File: src/rtl/mem_stage_pkg.sv
// Shared types, default parameters and address decoding for the memory stage.
package mem_stage_pkg;

    typedef enum logic {
        IDLE,
        WAIT
    } state_e;

    localparam int unsigned DATA_W_DEF      = 32;
    localparam int unsigned DEST_W_DEF      = 4;
    localparam int unsigned DEPTH_DEF       = 64;
    localparam int unsigned BASE_ADDR_DEF   = 1024;
    localparam int unsigned WAIT_STATES_DEF = 3;

    typedef struct packed {
        logic [31:0] word;
        logic [1:0]  lane;
    } addr_dec_t;

    // Word index is already wrapped modulo depth; depth must be a power of 2.
    function automatic addr_dec_t decode_addr(input logic [31:0] addr,
                                              input logic [31:0] base,
                                              input int unsigned depth);
        addr_dec_t dec;
        dec.word = ((addr - base) >> 2) & (depth - 1);
        dec.lane = addr[1:0];
        return dec;
    endfunction

endpackage

File: src/rtl/mem_pipe_reg.sv
// MEM/WB pipeline register: hold has priority over bubble, bubble over load.
module mem_pipe_reg #(
    parameter int unsigned DATA_W = 32,
    parameter int unsigned DEST_W = 4
) (
    input  logic              clk,
    input  logic              rst,
    input  logic              hold_i,
    input  logic              bubble_i,
    input  logic              wb_en_i,
    input  logic              mem_r_en_i,
    input  logic [DATA_W-1:0] alu_res_i,
    input  logic [DATA_W-1:0] mem_res_i,
    input  logic [DEST_W-1:0] dest_i,
    output logic              wb_en_o,
    output logic              mem_r_en_o,
    output logic [DATA_W-1:0] alu_res_o,
    output logic [DATA_W-1:0] mem_res_o,
    output logic [DEST_W-1:0] dest_o
);

    logic              wb_en_q;
    logic              mem_r_en_q;
    logic [DATA_W-1:0] alu_res_q;
    logic [DATA_W-1:0] mem_res_q;
    logic [DEST_W-1:0] dest_q;

    // NOTE: sequential state uses non-blocking assignments so every register samples pre-edge values.
    always_ff @(posedge clk or posedge rst) begin
        if (rst) begin
            wb_en_q    <= 1'b0;
            mem_r_en_q <= 1'b0;
            alu_res_q  <= '0;
            mem_res_q  <= '0;
            dest_q     <= '0;
        end else if (!hold_i) begin
            if (bubble_i) begin
                wb_en_q    <= 1'b0;
                mem_r_en_q <= 1'b0;
                alu_res_q  <= '0;
                mem_res_q  <= '0;
                dest_q     <= '0;
            end else begin
                wb_en_q    <= wb_en_i;
                mem_r_en_q <= mem_r_en_i;
                alu_res_q  <= alu_res_i;
                mem_res_q  <= mem_res_i;
                dest_q     <= dest_i;
            end
        end
    end

    assign wb_en_o    = wb_en_q;
    assign mem_r_en_o = mem_r_en_q;
    assign alu_res_o  = alu_res_q;
    assign mem_res_o  = mem_res_q;
    assign dest_o     = dest_q;

endmodule

File: src/rtl/mem_wait_stage.sv
// ARM MEM stage: wait-state data memory with word/byte access, stall control and MEM/WB register.
module mem_wait_stage
    import mem_stage_pkg::*;
#(
    parameter int unsigned DATA_W      = DATA_W_DEF,
    parameter int unsigned DEST_W      = DEST_W_DEF,
    parameter int unsigned DEPTH       = DEPTH_DEF,
    parameter int unsigned BASE_ADDR   = BASE_ADDR_DEF,
    parameter int unsigned WAIT_STATES = WAIT_STATES_DEF
) (
    input  logic              clk,
    input  logic              rst,
    input  logic              freeze,
    input  logic              wb_en_in,
    input  logic              mem_r_en_in,
    input  logic              mem_w_en_in,
    input  logic              byte_en_in,
    input  logic [DATA_W-1:0] alu_res_in,
    input  logic [DATA_W-1:0] val_rm_in,
    input  logic [DEST_W-1:0] dest_in,
    output logic              wb_en_out,
    output logic              mem_r_en_out,
    output logic [DATA_W-1:0] alu_res_out,
    output logic [DATA_W-1:0] mem_res_out,
    output logic [DEST_W-1:0] dest_out,
    output logic              wb_en_hazard,
    output logic [DEST_W-1:0] dest_hazard,
    output logic              ready
);

    localparam int unsigned IDX_W  = $clog2(DEPTH);
    localparam int unsigned CNT_W  = (WAIT_STATES > 0) ? $clog2(WAIT_STATES + 1) : 1;
    localparam int unsigned NBYTES = DATA_W / 8;
    localparam int unsigned LANE_W = $clog2(NBYTES);

    state_e             state_q, state_d;
    logic [CNT_W-1:0]   cnt_q, cnt_d;
    logic               access;
    logic               commit;

    addr_dec_t          dec;
    logic [IDX_W-1:0]   idx;
    logic [LANE_W-1:0]  lane;
    logic               unused_idx_hi;

    logic [DATA_W-1:0]             mem_q [DEPTH];
    logic [DATA_W-1:0]             rd_word;
    logic [NBYTES-1:0][7:0]        rd_bytes;
    logic [NBYTES-1:0][7:0]        wr_bytes;
    logic [DATA_W-1:0]             load_data;

    assign access = mem_r_en_in | mem_w_en_in;

    assign dec           = decode_addr(32'(alu_res_in), 32'(BASE_ADDR), DEPTH);
    assign idx           = dec.word[IDX_W-1:0];
    assign lane          = LANE_W'(dec.lane);
    assign unused_idx_hi = ^dec.word[31:IDX_W];

    always_ff @(posedge clk or posedge rst) begin
        if (rst) begin
            state_q <= IDLE;
            cnt_q   <= '0;
        end else begin
            state_q <= state_d;
            cnt_q   <= cnt_d;
        end
    end

    // NOTE: every always_comb output gets a default first so no path leaves it unassigned (no latch).
    always_comb begin
        state_d = state_q;
        cnt_d   = cnt_q;
        ready   = 1'b1;
        case (state_q)
            IDLE: begin
                if (access && WAIT_STATES > 0) begin
                    ready = 1'b0;
                    if (!freeze) begin
                        state_d = WAIT;
                        cnt_d   = CNT_W'(WAIT_STATES - 1);
                    end
                end
            end
            WAIT: begin
                if (cnt_q != '0) begin
                    ready = 1'b0;
                    if (!freeze) cnt_d = cnt_q - CNT_W'(1);
                end else if (!freeze) begin
                    state_d = IDLE;
                end
            end
            default: state_d = IDLE;
        endcase
    end

    assign commit = ready & ~freeze & access;

    // Byte store is a read-modify-write of the addressed word in the same cycle.
    assign rd_word  = mem_q[idx];
    assign rd_bytes = rd_word;

    always_comb begin
        wr_bytes = val_rm_in;
        if (byte_en_in) begin
            wr_bytes       = rd_bytes;
            wr_bytes[lane] = val_rm_in[7:0];
        end
    end

    assign load_data = byte_en_in ? DATA_W'(rd_bytes[lane]) : rd_word;

    // NOTE: the array is deliberately not reset; a reset branch would prevent RAM inference.
    always_ff @(posedge clk) begin
        if (commit && mem_w_en_in && !rst) begin
            mem_q[idx] <= wr_bytes;
        end
    end

    mem_pipe_reg #(
        .DATA_W (DATA_W),
        .DEST_W (DEST_W)
    ) u_pipe_reg (
        .clk        (clk),
        .rst        (rst),
        .hold_i     (freeze),
        .bubble_i   (~ready),
        .wb_en_i    (wb_en_in),
        .mem_r_en_i (mem_r_en_in),
        .alu_res_i  (alu_res_in),
        .mem_res_i  (mem_r_en_in ? load_data : '0),
        .dest_i     (dest_in),
        .wb_en_o    (wb_en_out),
        .mem_r_en_o (mem_r_en_out),
        .alu_res_o  (alu_res_out),
        .mem_res_o  (mem_res_out),
        .dest_o     (dest_out)
    );

    assign wb_en_hazard = wb_en_in;
    assign dest_hazard  = dest_in;

endmodule

File: config.mk
export PLATFORM = sky130hd
export DESIGN_NAME = mem_wait_stage
export DESIGN_NICKNAME = d
export VERILOG_FILES = /design/src/rtl/mem_stage_pkg.sv /design/src/rtl/mem_pipe_reg.sv /design/src/rtl/mem_wait_stage.sv
export SDC_FILE = /design/constraint.sdc
export NUM_CORES = 2
export LEC_CHECK = 0
export CAP_MARGIN = 20
export CORE_MARGIN = 5
export CORE_UTILIZATION = 42
export CTS_BUF_LIST = sky130_fd_sc_hd__clkbuf_8
export CTS_CLUSTER_DIAMETER = 200
export DETAILED_ROUTE_END_ITERATION = 8
export SLEW_MARGIN = 20
export SYNTH_ARGS = -nofsm -noshare
export SYNTH_HDL_FRONTEND = slang
export SYNTH_SLANG_ARGS = --single-unit
File: constraint.sdc
create_clock -name clk -period 6.88 [get_ports clk]
set_input_delay 0.688 -clock clk [delete_from_list [all_inputs] [get_ports clk]]
set_output_delay 0.688 -clock clk [all_outputs]
set_load 0.005 [all_outputs]
==> impl_metrics.py <==
metrics = {
    "status": {
        "status": "completed",
    },
    "power": {
        "peakVddDrop_v": 0.000228,
        "cellPowerDensity_mw_per_mm2": 285,
        "p_leak_uw": 0.0311,
    },
    "setup_path": {
        "critPathCaptureType": "register",
        "required_ns": 7.66,
        "worstPathCellList": "clkdlybuf4s50_1 -> or3b_2 -> buf_4 -> a31oi_1 -> nor4_1 -> o211ai_1 -> mux2_2 -> mux2_2 -> buf_4",
        "cp_num_buf_inv": 3,
        "critPathTopFamily": "buffers and inverters",
        "critical_path_class": "primary input to register",
        "cp_max_fo": 33,
        "critPathArrivalTime_ns": 6.28,
        "cp-start-kind": "primary input",
        "max_stage_delay_ns": 1.28,
        "slowest_stage": "clkdlybuf4s50_1",
    },
    "logic_synthesis": {
        "ys_top_cells_by_area": "edfxtp_1 75%, mux2i_1 3.1%, mux4_2 2.9%",
        "synthArstFlopShare": 0.0344,
        "synth_edf_count": 2048,
        "synth_area_leader_cell": "edfxtp_1",
        "synth_area_mm2": 0.0824,
        "yosysUniqueCellTypes": 80,
        "synth_top_area_frac": 0.746,
        "yosys_most_used_dff": "edfxtp_1",
        "synth_area_per_cell_um2": 17.9,
        "synth_nets": 4679,
        "synth_common_cells": "2,048 x edfxtp_1, 254 x mux2i_1, 225 x nand2_1, 199 x nor2_1, 183 x a221oi_1",
        "synth_seq_cells": 2121,
        "syn_inst": 4603,
        "synth_most_common_cell": "edfxtp_1",
        "ys_seq_area_frac": 0.768,
        "ys.warnings.count": 0,
    },
    "clocking": {
        "tritoncts": "built",
        "clock_latency_ns": 1.12,
        "ctsRootBufferMaster": "clkbuf_8",
        "clockBufferDepth": 4,
        "clock-sinks": 2121,
        "cts_hold_buffers": 2,
        "htreeDepth": 5,
        "cts_resized": 0,
        "numCtsBuffers": 353,
        "postCtsSetupRepairBufs": 0,
        "clk_pin_slew_ns": 0.06,
    },
    "timing": {
        "drv_slew": 0,
        "max_freq_ghz": 0.182,
        "fin_crit_sh": 0.799,
        "hold_violations": 0,
        "setup_tns_ns": 0,
        "final.min_clock_period_ns": 5.49,
        "final.setup_skew_ns": 0.100,
        "relSlewSlack": 0.145,
        "setup_viol": 0,
        "rsz0062_at_grt": "no",
        "tightest_slew_ns": 1.28,
    },
    "final_layout": {
        "drive_gt1_frac": 0.210,
        "fillers": 16300,
        "area_growth_pct": 15.4,
        "finish.utilization": 0.488,
        "nNetsFinal": 5151,
        "multiInputGateArea_mm2": 0.0180,
        "seq_area_mm2": 0.0633,
    },
    "grt": {
        "grt_start_max_net_pins": 111,
        "track_usage": 0.295,
        "antenna_found_initial": 20,
        "grt.overflow.total": 0,
        "first_global_vias": 49300,
        "grt_pass1_wl_um": 418000,
    },
    "hold_path": {
        "hold_class": "primary input to register",
    },
    "floorplan": {
        "placeableCoreArea_mm2": 0.195,
        "dieArea_mm2": 0.205,
        "ios": 151,
        "start_util": 0.423,
        "rows": 162,
        "die_h_um": 453,
        "die_w_um": 453,
    },
    "detailed_routing": {
        "met1_length_um": 112000,
        "drc": 0,
        "wl_met2_um": 134000,
        "dr.max_layer_used": "met5",
        "drt-initial-drc-count": 8051,
        "vias": 51800,
        "first_pass_iters": 8,
        "met3_length_um": 43900,
        "routedWlPerCell_um": 38.8,
        "routed_wl_um": 308000,
        "ant_nets": 0,
        "post_drt_via_cell_ratio": 6.51,
    },
    "placement": {
        "globalplace.congestion": 0.965,
        "dp_hpwl_um": 185000,
        "io_buffer_count": 150,
    },
    "run": {
        "drv_cap": 0,
    },
}
cell type report:
class                      count  area share
sequential                  2121       0.666
inverter                      12    0.000539
timing repair buffer         441      0.0450
clock buffer                 367      0.0531
clock inverter               232      0.0113
multi-input combinational   2146       0.190
tap                         2624      0.0345
antenna                       13    0.000342
logic make-up after synthesis:
family                   Yosys count  share of synthesized area
AO/OA/AOI/OAI                   1052                     0.0952
adder cells (fa/ha/maj)            1                   0.000152
buffers and inverters            336                     0.0214
flip-flops                      2121                      0.768
multiplexers                     544                     0.0851
AND/OR/NAND/NOR                  549                     0.0298
stage by stage:
| step | total power, uW | setup slack (ns) | cell area (um^2) | instances | hold WS [ns] |
|---|---|---|---|---|---|
| final | 27100 | 1.39 | 95100 | 7956 | 0.139 |
| after global routing | 27800 | 1.64 | 95100 | 7947 | 0.130 |
| after CTS | 27100 | 1.89 | 95100 | 7942 | 0.0936 |
| after detailed placement | 17200 | 0.776 | 88900 | 7341 | 0.468 |
| after global placement | 17100 | 0.608 | 88900 | 7340 | 0.459 |
| after floorplan | 15900 | 1.31 | 82400 | 4603 | 0.440 |
routing by layer:
| metal | track usage | vias to the layer above |
|---|---|---|
| li1 | - | 19900 |
| met1 | 0.389 | 26600 |
| met2 | 0.431 | 4404 |
| met3 | 0.102 | 835 |
| met4 | 0.156 | 2 |
| met5 | 0 | - |
sequential cells by signal, indices dropped and copies added, names as in the netlist:
name / count
u_pipe_reg.mem_r_en_o: 1
u_pipe_reg.mem_res_o: 32
state_q: 1
u_pipe_reg.alu_res_o: 32
u_pipe_reg.dest_o: 4
mem_q: 2048
cnt_q: 2
u_pipe_reg.wb_en_o: 1
worst reg2reg max path, delay by kind of cell, from the launching register on:
kind                   cells  cell delay (ns)
buffers and inverters      1             0.34
AND/OR/NAND/NOR            2             1.13
multiplexers               2             1.01
AO/OA/AOI/OAI              3             1.19
flip-flops                 1             0.37
power by group:
group	total, uW	switching (uW)	internal, uW	leakage, uW
logic	2420	1740	680	0.00812
registers	14600	47.7	14500	0.0194
clock network	10100	5020	5120	0.00354
total	27100	6820	20300	0.0311
layout by cell type (no fill, tap or decap), types with 7 or more instances in the layout:
master / netlist / final
a221oi_1: 183 / 183
clkinv_1: 0 / 91
nand3_1: 14 / 12
o22a_1: 17 / 17
a222oi_1: 23 / 23
a22oi_1: 165 / 165
clkbuf_8: 0 / 367
o21ai_0: 158 / 151
and2_1: 10 / 7
inv_1: 10 / 109
buf_12: 0 / 45
buf_4: 45 / 244
mux2i_1: 254 / 254
clkinv_2: 0 / 32
nor2_1: 199 / 133
dfrtp_1: 73 / 73
o221ai_1: 26 / 25
mux4_2: 106 / 106
clkdlybuf4s50_1: 0 / 144
diode_2: 0 / 13
and3_1: 13 / 11
o2bb2ai_1: 58 / 58
o211ai_1: 26 / 26
a211oi_1: 9 / 9
nor2_4: 0 / 67
a22o_1: 67 / 67
nor4_1: 8 / 8
edfxtp_1: 2048 / 2048
a31oi_1: 26 / 26
mux2_2: 180 / 177
o22ai_1: 60 / 60
nand2b_1: 16 / 16
a221o_1: 66 / 66
a21oi_1: 115 / 115
nand2_1: 225 / 221
worst paths after layout:
| kind | slack, ns | from | to | depth (start not counted) |
|---|---|---|---|---|
| worst max-delay path | 1.39 | alu_res_in[5] | mem_q[56][11]$_DFFE_PP_ | 9 |
| worst min-delay path | 0.14 | alu_res_in[28] | u_pipe_reg.alu_res_o[28]$_DFFE_PP0N_ | 3 |
| worst max register to register | 2.52 | mem_q[47][11]$_DFFE_PP_ | mem_q[56][11]$_DFFE_PP_ | 8 |
| worst min register to register | 0.47 | cnt_q[0]$_DFFE_PP0P_ | cnt_q[0]$_DFFE_PP0P_ | 1 |
| max in group asynchronous | 5.16 | rst | u_pipe_reg.alu_res_o[8]$_DFFE_PP0N_ | 4 |
| min in group asynchronous | 0.60 | rst | u_pipe_reg.mem_res_o[14]$_DFFE_PP0N_ | 3 |
(Power assumes the default switching activity.)
